### src/rtl/mem_stage.sv
// Memory pipeline stage. It takes one execute result per cycle. ALU, branch, jump and
// unrecognised ops write back one cycle later. Aligned LDW/SDW issue one dmem request
// and hold it until dmem_ack.
// Opcode encodings mirror def.v (MIPS-style primary opcodes for memory and branch,
// funct-style codes for ALU ops).
// Optional feature: define MEM_TIMEOUT_EN to add an 8-bit access timeout and the
// err_timeout output.
module mem_stage (
  input  logic        clk,
  input  logic        rst,
  input  logic        in_valid,
  output logic        in_ready,
  input  logic [5:0]  opcode,
  input  logic [31:0] alu_out,
  input  logic        zf,
  input  logic [31:0] store_data,
  input  logic [4:0]  dest,
  output logic        dmem_req,
  output logic        dmem_we,
  output logic [31:0] dmem_addr,
  output logic [31:0] dmem_wdata,
  input  logic        dmem_ack,
  input  logic [31:0] dmem_rdata,
  output logic        wb_valid,
  output logic        wb_we,
  output logic [31:0] wb_data,
  output logic [4:0]  wb_dest,
  output logic        branch_taken,
`ifdef MEM_TIMEOUT_EN
  output logic        err_timeout,
`endif
  output logic        err_misalign
);

  localparam logic [5:0] OpLdw  = 6'h23;
  localparam logic [5:0] OpSdw  = 6'h2B;
  localparam logic [5:0] OpBeq  = 6'h04;
  localparam logic [5:0] OpJump = 6'h02;
  localparam logic [5:0] OpAdd  = 6'h20;
  localparam logic [5:0] OpSub  = 6'h22;
  localparam logic [5:0] OpAnd  = 6'h24;
  localparam logic [5:0] OpOr   = 6'h25;
  localparam logic [5:0] OpXor  = 6'h26;
  localparam logic [5:0] OpSlt  = 6'h2A;

  typedef enum logic [0:0] {StIdle, StMem} state_e;

  state_e state_q;
  logic   is_mem, is_load, is_alu, is_branch, aligned;
`ifdef MEM_TIMEOUT_EN
  logic [7:0] tmo_cnt_q;
`endif

  assign in_ready = (state_q == StIdle);

  // Decode the incoming opcode into the few classes the stage cares about.
  always_comb begin
    is_mem    = 1'b0;
    is_load   = 1'b0;
    is_alu    = 1'b0;
    is_branch = 1'b0;
    case (opcode)
      OpLdw: begin
        is_mem  = 1'b1;
        is_load = 1'b1;
      end
      OpSdw:                                    is_mem    = 1'b1;
      OpAdd, OpSub, OpAnd, OpOr, OpXor, OpSlt:  is_alu    = 1'b1;
      OpBeq:                                    is_branch = zf;
      OpJump:                                   is_branch = 1'b1;
      default: ;
    endcase
    aligned = (alu_out[1:0] == 2'b00);
  end

  // FSM with registered memory-port and writeback outputs.
  always_ff @(posedge clk) begin
    if (rst) begin
      state_q      <= StIdle;
      dmem_req     <= 1'b0;
      dmem_we      <= 1'b0;
      dmem_addr    <= 32'h0;
      dmem_wdata   <= 32'h0;
      wb_valid     <= 1'b0;
      wb_we        <= 1'b0;
      wb_data      <= 32'h0;
      wb_dest      <= 5'h0;
      branch_taken <= 1'b0;
      err_misalign <= 1'b0;
`ifdef MEM_TIMEOUT_EN
      err_timeout  <= 1'b0;
      tmo_cnt_q    <= 8'h0;
`endif
    end else begin
      // Status outputs are single-cycle pulses unless set below.
      wb_valid     <= 1'b0;
      wb_we        <= 1'b0;
      branch_taken <= 1'b0;
      err_misalign <= 1'b0;
`ifdef MEM_TIMEOUT_EN
      err_timeout  <= 1'b0;
`endif
      case (state_q)
        StIdle: begin
          if (in_valid) begin
            wb_dest <= dest;
            if (is_mem && aligned) begin
              dmem_req   <= 1'b1;
              dmem_we    <= ~is_load;
              dmem_addr  <= alu_out;
              dmem_wdata <= store_data;
              state_q    <= StMem;
`ifdef MEM_TIMEOUT_EN
              tmo_cnt_q  <= 8'h0;
`endif
            end else begin
              wb_valid     <= 1'b1;
              wb_data      <= alu_out;
              wb_we        <= is_alu && (dest != 5'd0);
              branch_taken <= is_branch;
              err_misalign <= is_mem;
            end
          end
        end
        StMem: begin
          // dmem_addr still holds the effective address, which is the SDW result.
          if (dmem_ack) begin
            dmem_req <= 1'b0;
            dmem_we  <= 1'b0;
            wb_valid <= 1'b1;
            wb_data  <= dmem_we ? dmem_addr : dmem_rdata;
            wb_we    <= ~dmem_we && (wb_dest != 5'd0);
            state_q  <= StIdle;
          end
`ifdef MEM_TIMEOUT_EN
          else if (tmo_cnt_q == 8'd255) begin
            dmem_req    <= 1'b0;
            dmem_we     <= 1'b0;
            wb_valid    <= 1'b1;
            wb_data     <= dmem_addr;
            err_timeout <= 1'b1;
            state_q     <= StIdle;
          end else begin
            tmo_cnt_q <= tmo_cnt_q + 8'd1;
          end
`endif
        end
        default: state_q <= StIdle;
      endcase
    end
  end

endmodule

### config.mk
export PLATFORM = sky130hd
export DESIGN_NAME = mem_stage
export DESIGN_NICKNAME = d
export VERILOG_FILES = /design/src/rtl/mem_stage.sv
export SDC_FILE = /design/constraint.sdc
export NUM_CORES = 1
export LEC_CHECK = 0
export BUFFER_PORTS_ARGS = -buffer_cell sky130_fd_sc_hd__buf_2
export CAP_MARGIN = 30
export CORE_MARGIN = 8
export CORE_UTILIZATION = 45
export DETAILED_ROUTE_END_ITERATION = 12
export PLACE_DENSITY = 0.78
export SYNTH_ARGS = -nofsm -noshare
export SYNTH_HDL_FRONTEND = slang
export SYNTH_SLANG_ARGS = --single-unit
### constraint.sdc
create_clock -name clk -period 1.8 [get_ports clk]
set_input_delay 0.54 -clock clk [delete_from_list [all_inputs] [get_ports clk]]
set_output_delay 0.54 -clock clk [all_outputs]
set_load 0.1 [all_outputs]
==> results of run 1 <==
[cell type report]
type,instances,area share (%)
multi-input combinational,397,34.16
sequential,108,36.10
timing repair buffer,239,22.79
tap,133,2.775
clock inverter,3,1.127
inverter,2,0.1878
antenna,1,0.04174
clock buffer,13,2.817
[registers in the layout, indices dropped and copies added, names as in the netlist]
register / count
wb_valid: 1
wb_we: 1
err_misalign: 1
state_q: 1
dmem_addr: 32
dmem_we: 1
branch_taken: 1
dmem_wdata: 32
wb_dest: 5
dmem_req: 1
wb_data: 32
[cells in the final DEF, fill, tap and decap left out, drive strengths merged, types with 2 or more instances in the layout]
master      n
nor2        5
nor3b       3
or4         2
nand2     202
dfxtp     108
a21oi     103
o211ai     32
clkinvlp    2
o21ai       2
clkbuf     13
bufinv      2
nand2b      3
mux2i      32
buf       239
[cell usage after synthesis (2+ instances only)]
cell type,count
mux2i_1,32
clkbuf_1,19
buf_6,9
or4_1,2
a21oi_1,103
nand2_1,202
buf_2,14
buf_4,3
nor3b_1,3
nand2b_1,2
inv_1,2
o211ai_1,32
o21ai_0,2
nor2_1,4
dfxtp_1,108
[cell families after synthesis]
logic type	count (synthesis)
AOI/OAI and AO/OA	141
buffers and inverters	47
DFF	108
muxes	32
and+or+nand+nor	224
[through the flow]
step / util [%] / power [µW] / area (µm²) / instances
6_report: 61.63 / 4941 / 5996 / 896
5_1_grt: 61.60 / 5129 / 5993 / 895
4_1_cts: 61.60 / 4984 / 5993 / 895
3_5_place_dp: 59.17 / 3318 / 5757 / 879
3_3_place_gp: 59.17 / 3307 / 5757 / 879
2_1_floorplan: - / 3062 / 4492 / 552
[where the power goes]
part | switching, µW | total, µW | leakage (µW) | internal [µW]
registers | 27.7 | 2470 | 0.000878 | 2440
logic | 579 | 797 | 0.00153 | 217
clock network | 779 | 1680 | 0.000116 | 899
total | 1390 | 4940 | 0.00253 | 3560
[per-layer routing]
layer | up-vias | GRT usage, %
li1 | 2271 | -
met1 | 2063 | 21.72
met2 | 164 | 36.26
met3 | 29 | 5.315
met4 | 2 | 9.421
met5 | - | 0
[worst max-delay path by stage]
stage                     slack, ps  cells past startpoint             to
final                            70                      1  dmem_addr[21]
after global routing             10                      1  dmem_addr[20]
after CTS                        40                      1  dmem_addr[21]
after detailed placement        -80                      6  dmem_addr[22]
after global placement            4                      6  dmem_wdata[5]
after floorplan                  20                      4       in_ready
==> run_results.csv, run 1 <==
group,metric,value,unit
run_status,status,"completed",
global_route,grt_pass1_wl,21910,µm
worst_setup_path,endpoint_kind,"output port",
sta,rsz0062_at_grt,"no",
layout,multiInputGateArea,2048,µm²
detailed_routing,drc,0,
synthesis,synthArstFlopShare,0,%
worst_setup_path,r2r_slack,290,ps
layout,drive_above_1_share,34.38,%
worst_setup_path,cp_cell_sequence,"buf_2",
clock_tree,path_clk_slew,100,ps
clock_tree,cts_resized,0,
detailed_routing,route.met3.wl,1256,µm
place,io_buffers,219,
detailed_routing,wl_per_cell,15.72,µm
worst_hold_path,hold_path_end,"dmem_wdata[1]",
worst_setup_path,worst_path_largest_cell_delay,450,ps
clock_tree,htree_levels,3,
sta,relSlewSlack,65.54,%
sta,whs,410.1,ps
synthesis,yosysWarnings,0,
detailed_routing,firstDrtPassIters,6,
power,leakagePower,0.002528,µW
clock_tree,clk_path_buf_depth,2,
floorplan,io_pins,220,
worst_hold_path,hold_path.class,"input port to flop",
worst_setup_path,arrival,1190,ps
clock_tree,root_buffer,"clkbuf_8",
synthesis,synth_compound_area_share,18.29,%
synthesis,postSynthCellCount,552,
layout,ff_latch_area,2165,µm²
clock_tree,clkSinkCount,108,
worst_hold_path,min_from,"store_data[1]",
sta,finalSetupViolCount,0,
global_route,grt_pass1_vias,4683,
worst_setup_path,cp.required,1260,ps
power,power_density,824.2,nW/µm²
synthesis,synth_top_family_by_area,"simple AND/OR/NAND/NOR gates",
worst_setup_path,r2r_end,"wb_data[21]",
sta,hold_viol_final,0,
synthesis,synth_xor_area_share,0,%
detailed_routing,wl_met1,5394,µm
power,ir_drop,0.5056,mV
global_route,grt.total_usage,20.24,%
worst_setup_path,critPathTopFamily,"buffers and inverters",
flow_run,cap_viol_max_count,0,
place,gp_congestion,0.8285,
worst_setup_path,crit_path_start,"dmem_addr[21]",
place,dp_hpwl,10690,µm
sta,fin_crit,1735,ps
clock_tree,cts_buffers,9,
synthesis,synthTopCellsByArea,"dfxtp_1 (48%), nand2_1 (17%), a21oi_1 (12%)",
clock_tree,cts_tree,"built",
sta,setup_tns,0,ps
floorplan,die_h,115.8,µm
floorplan,die-area,13410,µm²
floorplan,rows,36,
worst_hold_path,hold_depth,3,
clock_tree,clkLatencyLatePin,360,ps
synthesis,synth_cell_types,30,
sta,skew,9.574,ps
sta,finalWorstSetupSlack,65.19,ps
place,dp_slack,-82.79,ps
worst_setup_path,slowest_stage,"buf_2",
synthesis,synth_top_area_share,48.24,%
detailed_routing,top_layer,"met5",
floorplan,dieWidth,115.8,µm
synthesis,synth_edf_count,0,
layout,area_growth,33.78,%
detailed_routing,ant_nets,0,
synthesis,netlist_area,4482,µm²
synthesis,synth-adder-area-share,0,%
synthesis,muxShareOfSynthArea,7.147,%
sta,drv_slew,0,
sta,tightest_slew,520.4,ps
synthesis,synth_ff_type,"dfxtp_1",
synthesis,synth_top_area_cell,"dfxtp_1",
sta,fmax,0.5764,GHz
global_route,grt_max_degree,61,
clock_tree,hold_buffers,0,
synthesis,ys_ff_latch,108,
worst_setup_path,startpoint_type,"flop",
worst_setup_path,rr_worst_depth,6,
detailed_routing,route.met2.wl,7090,µm
worst_setup_path,path_max_fanout,3,
detailed_routing,vias,4529,
floorplan,core_area,9729,µm²
floorplan,start_util,46.06,%
detailed_routing,initialDrtViolationCount,352,
synthesis,synth_simple_gate_area_share,20.24,%
sta,fin_crit_sh,96.38,%
layout,n_fill_cell,896,
detailed_routing,totalWireLength,14090,µm
worst_setup_path,reg2reg_from,"state_q",
global_route,antenna_found_initial,1,
worst_setup_path,critPathKind,"flop to output port",
worst_setup_path,cp_num_buf_inv,1,
synthesis,seq_area_frac_synth,48.24,%
global_route,grt_overflow,0,
synthesis,syn_avg_cell_area,8.119,µm²
synthesis,synth_fp_nets,664,
clock_tree,post-cts-setup-buffers,0,
detailed_routing,via_per_inst,5.055,
layout,nets,869,
Power figures use the tool's default switching activity.
==> run 2: changes to the inputs <==
--- a/config.mk
+++ b/config.mk
@@ -10,7 +10,8 @@
 export CORE_MARGIN = 8
 export CORE_UTILIZATION = 45
 export DETAILED_ROUTE_END_ITERATION = 12
-export PLACE_DENSITY = 0.78
+export PLACE_DENSITY = 0.75
+export REMOVE_ABC_BUFFERS = 1
 export SYNTH_ARGS = -nofsm -noshare
 export SYNTH_HDL_FRONTEND = slang
 export SYNTH_SLANG_ARGS = --single-unit
==> run 2 against run 1 <==
  * First-iteration DRC count is 36% lower
  * Critical endpoint is now dmem_addr[3]
  * Power is 4.7% lower
  * Cell count is 0.78% lower
  * Largest cell class unchanged
  * Wire length is 1.1% lower
==> run_results.csv, run 2 (synthesis results as in run 1) <==
group,metric,value,unit
run_status,status,"completed",
sta,tightest_slew,507.1,ps
layout,drive_above_1_share,33.73,%
layout,n_fill_cell,930,
floorplan,die-area,13410,µm²
clock_tree,post-cts-setup-buffers,0,
place,dp_slack,-103.9,ps
worst_hold_path,hold_path_end,"dmem_wdata[25]",
place,place_inst,874,
sta,rsz0062_at_grt,"no",
sta,hold_viol_final,0,
global_route,grt.total_usage,20.36,%
worst_setup_path,critPathKind,"flop to output port",
power,combPwrFrac,16.8,%
detailed_routing,totalWireLength,13930,µm
worst_hold_path,min_from,"store_data[25]",
worst_hold_path,hold_depth,3,
power,p_int,3325,µW
clock_tree,cts_tree,"built",
global_route,grt_pass1_wl,21950,µm
worst_setup_path,reg2reg_from,"state_q",
detailed_routing,wl_per_cell,15.67,µm
sta,finalWorstSetupSlack,64.10,ps
power,ir_drop,0.4573,mV
clock_tree,root_buffer,"clkbuf_8",
sta,fin_crit,1736,ps
sta,finalSetupViolCount,0,
sta,skew,11.35,ps
flow_run,cap_viol_max_count,0,
floorplan,dieWidth,115.8,µm
layout,nets,864,
worst_setup_path,worst_path_largest_cell_delay,450,ps
worst_hold_path,hold_path.class,"input port to flop",
worst_setup_path,critPathTopFamily,"buffers and inverters",
layout,design_area,5919,µm²
detailed_routing,ant_nets,0,
worst_setup_path,arrival,1200,ps
layout,instances_no_fill,889,
global_route,grt_overflow,0,
floorplan,start_util,46.06,%
detailed_routing,vias,4464,
clock_tree,path_clk_slew,100,ps
floorplan,core_area,9729,µm²
floorplan,die_h,115.8,µm
clock_tree,clkLatencyLatePin,360,ps
floorplan,rows,36,
power,total_power,4707,µW
worst_setup_path,slowest_stage,"buf_2",
worst_setup_path,path_max_fanout,3,
power,leakagePower,0.002480,µW
global_route,grt_max_degree,52,
layout,final_common_cell,"buf_2",
power,switching_share,29.37,%
sta,fin_crit_sh,96.44,%
sta,relSlewSlack,66.43,%
clock_tree,clkSinkCount,108,
detailed_routing,drc,0,
clock_tree,clk_path_buf_depth,2,
layout,final_cell_mix,"buf_2 (216), nand2_1 (202), dfxtp_1 (106)",
detailed_routing,via_per_inst,5.021,
worst_setup_path,startpoint_type,"flop",
detailed_routing,initialDrtViolationCount,226,
power,p_switching,1383,µW
layout,reg_top3,"dmem_addr (32), dmem_wdata (32), wb_data (32)",
worst_setup_path,endpoint_kind,"output port",
sta,drv_slew,0,
worst_setup_path,r2r_slack,340,ps
place,post_dp_cell_area,5725,µm²
detailed_routing,firstDrtPassIters,4,
sta,fmax,0.5761,GHz
global_route,antenna_found_initial,0,
power,power_density,795.2,nW/µm²
layout,area_growth,32.08,%
clock_tree,cts_resized,1,
layout,insertedDiodeCount,0,
sta,whs,406.1,ps
clock_tree,hold_buffers,0,
worst_setup_path,rr_worst_depth,5,
place,gp_congestion,0.8096,
place,io_buffers,219,
power,seq_power_share,52.4,%
clock_tree,htree_levels,3,
worst_setup_path,cp_num_buf_inv,1,
place,dp_hpwl,10560,µm
worst_setup_path,r2r_end,"dmem_wdata[19]",
clock_tree,cts_buffers,9,
worst_setup_path,cp_cell_sequence,"buf_2",
global_route,grt_pass1_vias,4536,
power,p_clk_share,30.8,%
worst_setup_path,cp.required,1260,ps
floorplan,io_pins,220,
[run 2: worst max-delay path by stage]
stage	cells after the start	endpoint	start	slack [ps]
3_3_place_gp	6	dmem_we	opcode[2]	-40
3_5_place_dp	6	dmem_wdata[19]	opcode[2]	-100
6_report	1	dmem_addr[3]	dmem_addr[3]	60
5_1_grt	1	dmem_addr[16]	dmem_addr[16]	20
4_1_cts	1	dmem_addr[3]	dmem_addr[3]	30
2_1_floorplan	4	dmem_we	state_q	-1460
[run 2: power by group through the flow]
stage	Clock, µW	Combinational, µW	Sequential [µW]
after detailed placement	0	792	2520
after global routing	1600	834	2470
after floorplan	0	127	2890
after global placement	0	784	2520
after CTS	1500	794	2470
final	1450	791	2460
[run 2: final cells by class]
| class | instances | area (µm²) | share of cell area [%] |
|---|---|---|---|
| Clock inverter | 4 | 50.05 | 0.8455 |
| Sequential cell | 108 | 2165 | 36.57 |
| Tap cell | 133 | 166.4 | 2.811 |
| Inverter | 2 | 7.507 | 0.1268 |
| Clock buffer | 11 | 141.4 | 2.389 |
| Timing Repair Buffer | 234 | 1341 | 22.66 |
| Multi-Input combinational cell | 397 | 2048 | 34.60 |
[run 2: per-layer routing]
| layer | global-route usage, % | vias to the layer above | wire length [µm] |
|---|---|---|---|
| li1 | - | 2259 | - |
| met1 | 22.08 | 2029 | 5399 |
| met2 | 34.76 | 166 | 6697 |
| met3 | 8.650 | 10 | 1706 |
| met4 | 7.260 | 0 | 125 |
| met5 | 0 | - | 0 |
[run 2: metrics by stage]
step / utilization, % / setup TNS, ps
2_1_floorplan: - / -127230
3_3_place_gp: 58.85 / -782.1
3_5_place_dp: 58.85 / -3710
4_1_cts: 60.84 / 0
5_1_grt: 60.84 / 0
6_report: 60.84 / 0
